`config.mk`:
```
export PLATFORM = sky130hd
export DESIGN_NAME = imem_boot_loader_flat
export DESIGN_NICKNAME = d
export VERILOG_FILES = /design/src/rtl/imem_boot_loader_pkg.sv /design/src/rtl/imem_boot_loader_if.sv /design/src/rtl/imem_boot_loader_byte_word_packer.sv /design/src/rtl/imem_boot_loader.sv /design/src/flat_wrapper.sv
export SDC_FILE = /design/constraint.sdc
export NUM_CORES = 1
export LEC_CHECK = 0
export CAP_MARGIN = 20
export CORE_MARGIN = 3
export CORE_UTILIZATION = 50
export DETAILED_ROUTE_END_ITERATION = 8
export GPL_TIMING_DRIVEN = 0
export PLACE_DENSITY = 0.77
export SETUP_SLACK_MARGIN = 0.15
export SLEW_MARGIN = 20
export SYNTH_ARGS = -nofsm -noshare
export SYNTH_HDL_FRONTEND = slang
export SYNTH_HIERARCHICAL = 1
export SYNTH_SLANG_ARGS = --single-unit
```
`constraint.sdc`:
```
create_clock -name i_clk -period 7.2 [get_ports i_clk]
set_clock_uncertainty 0.2 [all_clocks]
set_input_delay 1.08 -clock i_clk [delete_from_list [all_inputs] [get_ports i_clk]]
set_output_delay 1.08 -clock i_clk [all_outputs]
set_load 0.005 [all_outputs]
```
`src/rtl/imem_boot_loader_pkg.sv`:
```
// Shared definitions for the instruction-memory boot loader: FSM encoding,
// image framing constants and a small byte-fold helper.
package imem_boot_loader_pkg;

    typedef enum logic [2:0] {
        ST_IDLE,
        ST_HDR_HI,
        ST_HDR_LO,
        ST_LOAD,
        ST_CSUM,
        ST_DONE,
        ST_ERROR
    } state_t;

    localparam int HDR_BYTES      = 2;
    localparam int CSUM_BYTES     = 1;
    localparam int BYTES_PER_WORD = 4;

    // XOR of the four bytes of a word; the image checksum is the fold of these
    function automatic logic [7:0] xor_word(input logic [31:0] w);
        return w[31:24] ^ w[23:16] ^ w[15:8] ^ w[7:0];
    endfunction

endpackage

```
`src/rtl/imem_boot_loader_if.sv`:
```
// Byte-stream input and instruction-memory write port of the boot loader.
// The loader uses the master view; the byte source / memory side uses slave.
interface imem_boot_loader_if #(
    parameter int ADDR_W = 8,
    parameter int WORD_W = 32
);
    logic              in_valid;
    logic [7:0]        in_data;
    logic              in_ready;
    logic              imem_we;
    logic [ADDR_W-1:0] imem_addr;
    logic [WORD_W-1:0] imem_wdata;

    modport master (
        input  in_valid,
        input  in_data,
        output in_ready,
        output imem_we,
        output imem_addr,
        output imem_wdata
    );

    modport slave (
        output in_valid,
        output in_data,
        input  in_ready,
        input  imem_we,
        input  imem_addr,
        input  imem_wdata
    );
endinterface

```
`src/rtl/imem_boot_loader_byte_word_packer.sv`:
```
// Big-endian byte-to-word packer: collects bytes MSB first and flags the
// cycle in which the last byte of a word is accepted, presenting the full word.
module byte_word_packer
    import imem_boot_loader_pkg::*;
#(
    parameter int WORD_W = 32
) (
    input  logic              i_clk,
    input  logic              i_rst_n,
    input  logic              i_clear,
    input  logic              i_byte_valid,
    input  logic [7:0]        i_byte,
    output logic              o_word_valid,
    output logic [WORD_W-1:0] o_word
);

    // Only the first three bytes need storage; the fourth comes straight from the input
    logic [WORD_W-9:0] r_shift;
    logic [1:0]        r_cnt;

    assign o_word       = {r_shift, i_byte};
    assign o_word_valid = i_byte_valid && (r_cnt == 2'(BYTES_PER_WORD - 1));

    always_ff @(posedge i_clk or negedge i_rst_n) begin
        if (!i_rst_n) begin
            r_shift <= '0;
            r_cnt   <= '0;
        end else if (i_clear) begin
            r_shift <= '0;
            r_cnt   <= '0;
        end else if (i_byte_valid) begin
            r_shift <= {r_shift[WORD_W-17:0], i_byte};
            r_cnt   <= r_cnt + 2'd1;
        end
    end

endmodule

```
`src/rtl/imem_boot_loader.sv`:
```
// Boot loader: parses a length-prefixed, XOR-checksummed byte image, writes it
// word by word into instruction memory and releases the core once it verifies.
module imem_boot_loader
    import imem_boot_loader_pkg::*;
#(
    parameter int ADDR_W = 8,
    parameter int WORD_W = 32
) (
    input  logic                  i_clk,
    input  logic                  i_reset,
    input  logic                  i_start,
    imem_boot_loader_if.master    bus,
    output logic                  o_core_hold,
    output logic                  o_done,
    output logic                  o_error
);

    localparam int unsigned DEPTH = 1 << ADDR_W;

    state_t              r_state;
    state_t              w_state_next;
    logic [15:0]         r_n;
    logic [ADDR_W:0]     r_word_cnt;
    logic [7:0]          r_csum;
    logic                r_imem_we;
    logic [ADDR_W-1:0]   r_imem_addr;
    logic [WORD_W-1:0]   r_imem_wdata;

    logic                w_in_ready;
    logic                w_accept;
    logic                w_clear;
    logic                w_load_byte;
    logic                w_word_valid;
    logic [WORD_W-1:0]   w_word;
    logic [15:0]         w_n_full;
    logic                w_last_word;

    // No byte is taken in the cycle the assembled word is being written
    assign w_in_ready  = (r_state == ST_HDR_HI) || (r_state == ST_HDR_LO) ||
                         (r_state == ST_CSUM)   ||
                         ((r_state == ST_LOAD) && !r_imem_we);
    assign w_accept    = bus.in_valid && w_in_ready;
    assign w_load_byte = w_accept && (r_state == ST_LOAD);
    assign w_n_full    = {r_n[15:8], bus.in_data};
    assign w_last_word = (16'(r_word_cnt) + 16'd1) == r_n;

    byte_word_packer #(
        .WORD_W (WORD_W)
    ) u_packer (
        .i_clk        (i_clk),
        .i_rst_n      (i_reset),
        .i_clear      (w_clear),
        .i_byte_valid (w_load_byte),
        .i_byte       (bus.in_data),
        .o_word_valid (w_word_valid),
        .o_word       (w_word)
    );

    always_ff @(posedge i_clk or negedge i_reset) begin
        if (!i_reset) begin
            r_state <= ST_IDLE;
        end else begin
            r_state <= w_state_next;
        end
    end

    always_comb begin
        w_state_next = r_state;
        w_clear      = 1'b0;
        case (r_state)
            ST_IDLE, ST_DONE, ST_ERROR: begin
                if (i_start) begin
                    w_state_next = ST_HDR_HI;
                    w_clear      = 1'b1;
                end
            end
            ST_HDR_HI: begin
                if (w_accept) w_state_next = ST_HDR_LO;
            end
            ST_HDR_LO: begin
                if (w_accept) begin
                    if (32'(w_n_full) > DEPTH)  w_state_next = ST_ERROR;
                    else if (w_n_full == 16'd0) w_state_next = ST_CSUM;
                    else                        w_state_next = ST_LOAD;
                end
            end
            ST_LOAD: begin
                if (r_imem_we && w_last_word) w_state_next = ST_CSUM;
            end
            ST_CSUM: begin
                if (w_accept) begin
                    w_state_next = (bus.in_data == r_csum) ? ST_DONE : ST_ERROR;
                end
            end
            default: w_state_next = ST_IDLE;
        endcase
    end

    always_ff @(posedge i_clk or negedge i_reset) begin
        if (!i_reset) begin
            r_n          <= '0;
            r_word_cnt   <= '0;
            r_csum       <= '0;
            r_imem_we    <= 1'b0;
            r_imem_addr  <= '0;
            r_imem_wdata <= '0;
        end else begin
            r_imem_we <= w_word_valid;
            if (w_word_valid) begin
                r_imem_addr  <= r_word_cnt[ADDR_W-1:0];
                r_imem_wdata <= w_word;
            end
            if (w_clear) begin
                r_n        <= '0;
                r_word_cnt <= '0;
                r_csum     <= '0;
            end else begin
                if (w_accept && (r_state == ST_HDR_HI)) r_n[15:8] <= bus.in_data;
                if (w_accept && (r_state == ST_HDR_LO)) r_n[7:0]  <= bus.in_data;
                if (w_load_byte) r_csum <= r_csum ^ bus.in_data;
                if (r_imem_we)   r_word_cnt <= r_word_cnt + 1'b1;
            end
        end
    end

    assign bus.in_ready   = w_in_ready;
    assign bus.imem_we    = r_imem_we;
    assign bus.imem_addr  = r_imem_addr;
    assign bus.imem_wdata = r_imem_wdata;

    assign o_core_hold = (r_state != ST_DONE);
    assign o_done      = (r_state == ST_DONE);
    assign o_error     = (r_state == ST_ERROR);

endmodule

```
`src/flat_wrapper.sv`:
```
// flat-port wrapper written by rule: the top's interface ports become plain ports
module imem_boot_loader_flat import imem_boot_loader_pkg::*;
#(
    parameter int ADDR_W = 8,
    parameter int WORD_W = 32
)
  (i_clk, i_reset, i_start, o_core_hold, o_done, o_error, bus_in_valid, bus_in_data, bus_in_ready, bus_imem_we, bus_imem_addr, bus_imem_wdata);
  imem_boot_loader_if #(.ADDR_W(ADDR_W), .WORD_W(WORD_W)) bus_i ();
  input  logic i_clk;
  input  logic i_reset;
  input  logic i_start;
  output logic o_core_hold;
  output logic o_done;
  output logic o_error;
  input wire logic [$bits(bus_i.in_valid)-1:0] bus_in_valid;
  input wire logic [$bits(bus_i.in_data)-1:0] bus_in_data;
  output wire logic [$bits(bus_i.in_ready)-1:0] bus_in_ready;
  output wire logic [$bits(bus_i.imem_we)-1:0] bus_imem_we;
  output wire logic [$bits(bus_i.imem_addr)-1:0] bus_imem_addr;
  output wire logic [$bits(bus_i.imem_wdata)-1:0] bus_imem_wdata;
  assign bus_i.in_valid = bus_in_valid;
  assign bus_i.in_data = bus_in_data;
  assign bus_in_ready = bus_i.in_ready;
  assign bus_imem_we = bus_i.imem_we;
  assign bus_imem_addr = bus_i.imem_addr;
  assign bus_imem_wdata = bus_i.imem_wdata;
  imem_boot_loader #(.ADDR_W(ADDR_W), .WORD_W(WORD_W)) u_core (.i_clk(i_clk), .i_reset(i_reset), .i_start(i_start), .bus(bus_i), .o_core_hold(o_core_hold), .o_done(o_done), .o_error(o_error));
endmodule
```
==> Yosys cells after proc, flatten, opt, wreduce, memory -nomap -nowiden <==
Index checks and enable logic that the tools add are counted.
{ "op_classes": {"n_mux": 22, "n_lt_le_gt_ge": 1, "n_eq_ne": 15, "div_mod_pow": 0, "add_sub_neg": 3, "multipliers": 0, "reduce_logical": 19, "bitwise_logic": 1, "shift": 0} }
{ "ops": {"columns": ["operator", "n"], "rows": [
  ["2-to-1 mux 24 bit", 2],
  ["2-to-1 mux 8 bit", 4],
  ["2-to-1 mux 3 bit", 7],
  ["2-to-1 mux 9 bit", 2],
  ["equality test 16 bit", 1],
  ["> comparator 16 x 9 -> 1 bit (second input constant)", 1],
  ["zero test 16 bit", 1],
  ["2-to-1 mux 16 bit", 1],
  ["case mux 3 bit (5 select lines)", 1],
  ["adder 9 x 1 -> 10 bit (second input constant)", 1],
  ["adder 9 x 1 -> 9 bit (second input constant)", 1],
  ["equality test 3 bit (second input constant)", 3],
  ["equality test 8 bit", 1],
  ["nonzero test 2 bit", 4],
  ["bitwise XOR 8 bit", 1],
  ["logical AND 1 bit", 7],
  ["equality test 3 x 2 -> 1 bit (second input constant)", 2],
  ["2-to-1 mux 2 bit", 3],
  ["inequality test 2 x 1 -> 1 bit (second input constant)", 3],
  ["AND reduction 5 bit", 1],
  ["inequality test 2 bit (second input constant)", 2],
  ["equality test 3 x 1 -> 1 bit (second input constant)", 1],
  ["zero test 3 bit", 1],
  ["logical OR 1 bit", 3],
  ["6 further kinds", 7]
]} }
{ "word_totals": {"register_bits": 103, "mem_bits_rw": 0, "word_cells": 71, "n_memories": 0, "mem_bits_ro": 0, "latch_bits": 0, "output_inout_bits": 45, "inputBits": 12} }

==> Depth between registers and ports, before layout <==
{ "logic_depth": {"depth_word": 8, "ltp_mapped": 9, "ltp_nobuf": 6} }

==> Hierarchy <==
Netlist, hierarchy kept.
{ "by_module_without_submodules": {"columns": ["mod", "cells_per_inst", "area_each_um2", "seq_area_each_um2", "n_inst"], "rows": [
  ["imem_boot_loader", 338, 3713.6, 1926.8, 1],
  ["byte_word_packer", 94, 1153.6, 650.6, 1]
]} }

==> Worst setup path before layout <==
No wires, ideal clock.
{ "synth_path": {"path_type": "input to register", "start": "input port bus_in_valid", "end": "register u_core.r_imem_addr[7], in the netlist u_core/bus.imem_addr[7]", "path_slack_ps": 4333, "setup_time_ps": 125, "t_arrival_ps": 2543, "path_stages": 7, "path_buffers": 3, "required_ps": 6875, "cell_sequence": "nand3b_1 inv_1 buf_6 buf_12 and2_1 clkbuf_1 mux2_2"} }
{ "synth_via": {"elab_chain_len": 3} }
{ "synth_rtl": {"columns": ["element", "line_no", "rtl"], "rows": [
  ["start, declared", "flat_wrapper.sv:15", "input wire logic [$bits(bus_i.in_valid)-1:0] bus_in_valid;"],
  ["logical AND 1 bit", "imem_boot_loader.sv:42", "assign w_accept = bus.in_valid && w_in_ready;"],
  ["logical AND 1 bit", "imem_boot_loader.sv:43", "assign w_load_byte = w_accept && (r_state == ST_LOAD);"],
  ["named net u_core.w_load_byte", "imem_boot_loader.sv:32", "logic w_load_byte;"],
  ["logical AND 1 bit", "imem_boot_loader_byte_word_packer.sv:22", "assign o_word_valid = i_byte_valid && (r_cnt == 2'(BYTES_PER_WORD - 1));"],
  ["named net u_core.w_word_valid", "imem_boot_loader.sv:33", "logic w_word_valid;"],
  ["end signal, assigned", "imem_boot_loader.sv:110", "r_imem_addr <= r_word_cnt[ADDR_W-1:0];"],
  ["end, declared", "imem_boot_loader.sv:26", "logic [ADDR_W-1:0] r_imem_addr;"]
]} }
The timed path passes the listed nets, and every way through them passes these cells.
A chain may end at the register's enable or synchronous reset.

==> Worst setup path in the final report <==
{ "layout_path": {"start": "input port bus_in_valid", "end": "register u_core.r_imem_wdata[17], in the netlist u_core/bus.imem_wdata[17]"} }
{ "layout_via": {"elab_chain_len": 3} }
{ "layout_rtl": {"columns": ["element", "line_no", "rtl"], "rows": [
  ["logical AND 1 bit", "imem_boot_loader.sv:42", null],
  ["logical AND 1 bit", "imem_boot_loader.sv:43", null],
  ["named net u_core.w_load_byte", "imem_boot_loader.sv:32", null],
  ["logical AND 1 bit", "imem_boot_loader_byte_word_packer.sv:22", null],
  ["named net u_core.w_word_valid", "imem_boot_loader.sv:33", null],
  ["end signal, assigned", "imem_boot_loader.sv:111", "r_imem_wdata <= w_word;"],
  ["end, declared", "imem_boot_loader.sv:27", "logic [WORD_W-1:0] r_imem_wdata;"]
]} }
The timed path passes the listed nets, and every way through them passes these cells.

==> impl_results.md <==
- Status: finished clean
- Num CTS Buffers: 9
- Chip width: 105 um
- Pre-antenna DRT Iters: 4
- Share of the synthesized area in the top cell type: 0.530
- Arrival @ worst endpoint: 3.61 ns
- Mapped Cells: 432
- First-pass GRT wire length: around 18 mm
- Worst Setup SP: bus_in_valid
- Worst setup EP type: flip-flop
- Area grow syn2layout: 19.3%
- Drt drc: 0
- Vias in the first global route: 3577
- Max Transition Viols Final: 0
- Final core occ: 0.620
- Gr usage total: 0.201
- Async set-reset flop share out of synthesis: 1.00
- Max_slew headroom: 0.552
- Register area: 2580 sq um
- WL/cell: 16.5 um
- Post-synth EDFFs: 0
- Top FF cell, synth: dfrtp_1
- Starting density of the core: 0.519
- Hold buffers post-CTS: 0
- Worst R2R End: u_core/bus.imem_wdata[17]$_DFFE_PN0P_
- Max Cap Viol: 0
- Clock group share of total power: 0.163
- Final critical-path required period: 3.55 ns
- CTS H-tree lvls: 3
- Port-buffer cells: 56
- Critical Path Fanout Max: 10
- Initial DRC count: just under 200
- Global placement routability congestion: 0.846
- Synth Area per Inst: 11.3 sq um
- CTS tree: built
- Clk slew on worst S/H paths: 0.09 ns
- I/O pins: 57
- DR vias: 3424
- Int Power: 1.43 mW
- End of the critical path: u_core/bus.imem_wdata[17]$_DFFE_PN0P_
- Post-Syn Area: 4870 sq um
- Peak Freq: 282 MHz
- Die area: ~11000 sq um
- Commonest cells after routing, fill and taps aside: dfrtp_1 (103), clkdlybuf4s50_1 (55), nor2_1 (51), mux2_2 (41), nand2_1 (35)
- CTS max path bufs: 2
- Vias per std cell: ~5.4
- Commonest non-fill, non-tap cell in the layout: dfrtp_1
- Nets@finish: 514
- Seq cells post-synth: 103
- Clock root cell: clkbuf_8
- Part of the power in registers: 0.450
- Largest net degree at the start of global routing: 68
- Net switching power: 700 uW
- Switching Share: 0.329
- Synthesis Warnings: 6
- Routed WL: 10.5 mm
- Post-CTS Resized: 0
- Lkg Pwr: 2.46 nW
- Period utilization: 0.493
- N_diodes: 0
- Clk sinks: 103
- Synth area leaders: dfrtp_1 (53%), mux2_2 (9.5%), mux2i_1 (5.6%)
- Setup repair bufs after CTS: 0
- Yosys cell types: 55
- Reg2Reg Launch Point: u_core/r_state[1]$_DFFE_PN0P_
- Std-Cell Rows: 35
- Cell taking the most area after synthesis: dfrtp_1
- Initial antenna violation count: 0
- Fillers: a little over 800
- Area occupied by multi-input gates: 2070 sq um
- R2R depth: 9
- Die Ht: between 100 and 150 um
- Later-pin clock latency in the skew report: approximately 0.37 ns
- Final Hold Fails: 0
- Crit Path Class: in2reg
- Power Dens Cells: 366 nW/um^2
- CORE AREA: 9370 sq um
- Worst EP required: 7.26 ns
- Remaining antenna violation count: 0
- Final setup fails: 0
- Slew @ Worst Pin: between 0.6 and 0.7 ns
- Share of cells above drive strength 1: 0.176
- Syn nets: roughly 450
- Post-detail-place hpwl: 7.22 mm
- Unrepaired setup endpoints after global routing: no
- Gr ovfl total: 0
- Max VDD drop: ~230 uV
- Sequential share of the synthesized area: 0.530
- Startpoint class of the critical path: input pin
- Setup tns final: 0 ns
- Hold WC Path Type: reg2reg
- Comb power frac: 0.386
- Worst reg-to-reg setup slack: 4.02 ns
## synthesized netlist by cell type (all sizes together) (2+ instances only)
cell	n
nand4	8
nor3	2
buf	24
nor2	52
xor2	14
a211o	2
nor4b	2
mux2i	27
o21ai	19
and2	6
clkbuf	7
or4	3
a31oi	2
a21oi	11
nand2b	10
nand2	35
dfrtp	103
nand3b	2
ha	2
inv	4
o41ai	2
o211ai	2
a22o	8
nand3	7
and3	4
xnor2	14
mux2	41
a311oi	2
## state kept, by name, indices dropped and copies added, names as in the netlist
signal                   count
u_core/bus.imem_addr         8
u_core/bus.imem_wdata       32
u_core/bus.imem_we           1
u_core/r_csum                8
u_core/r_n                  16
u_core/r_state               3
u_core/r_word_cnt            9
u_core/u_packer/r_cnt        2
u_core/u_packer/r_shift     24
## metal layers
metal,part of all wire,track usage
met5,0,0
met4,0.012,0.0534
met3,0.038,0.0364
met2,0.48,0.330
met1,0.47,0.277
## worst max-delay path, cell delays in order
cell,delay [ns]
clkdlybuf4s50_1,0.56
nand3b_1,0.17
inv_1,0.24
buf_6,0.22
buf_12,0.15
and2_1,0.23
clkbuf_1,0.54
mux2_2,0.41
## logic make-up (layout without fill, tap and decap cells)
group                      count (synthesis)  in the layout  synth area share
AOI/OAI and AO/OA                         58             58            0.0802
xor gates and xnor gates                  28             28            0.0504
adders and majority gates                  3              3           0.00720
buffers and inverters                     36            109            0.0452
DFF                                      103            103             0.530
muxes                                     68             68             0.150
and+or+nand+nor                          136            136             0.137
## cell type report
type                       count  area share
sequential                   103       0.444
multi-input combinational    293       0.356
timing repair buffer          57       0.101
buffer                        31      0.0347
tap                          129      0.0278
clock buffer                  10      0.0237
clock inverter                 6     0.00883
inverter                       5     0.00323
## worst min-delay path by stage
stage                                         from                                  end  slack, ns  depth (start not counted)
2_1_floorplan           u_core/r_n[12]$_DFFE_PN0P_           u_core/r_n[12]$_DFFE_PN0P_       0.26                          1
3_3_place_gp            u_core/r_n[12]$_DFFE_PN0P_           u_core/r_n[12]$_DFFE_PN0P_       0.28                          1
3_5_place_dp            u_core/r_n[14]$_DFFE_PN0P_           u_core/r_n[14]$_DFFE_PN0P_       0.29                          1
4_1_cts                 u_core/r_n[13]$_DFFE_PN0P_           u_core/r_n[13]$_DFFE_PN0P_       0.31                          1
5_1_grt                 u_core/r_n[15]$_DFFE_PN0P_           u_core/r_n[15]$_DFFE_PN0P_       0.33                          1
6_report       u_core/bus.imem_addr[4]$_DFFE_PN0P_  u_core/bus.imem_addr[4]$_DFFE_PN0P_       0.31                          1
## per-stage QoR
step                      power (mW)  setup WS, ns  cell area (sq um)  instances  hold WS (ns)
after detailed placement        1.79          3.31               5620        618         0.288
after floorplan                 1.40          4.33               4870        432         0.264
final                           2.13          3.65               5810        634         0.311
after global placement          1.75          1.06               5590        617         0.281
after CTS                       2.15          3.70               5810        634         0.313
after global routing            2.27          3.48               5810        634         0.331
## power groups by stage
stage	Combinational [mW]	Clock, mW	Sequential, mW
finish	0.821	0.348	0.959
global route	0.903	0.378	0.990
detailed placement	0.823	0	0.969
global placement	0.794	0	0.961
CTS	0.831	0.356	0.960
floorplan	0.465	0	0.937
Power figures use the tool's default switching activity.
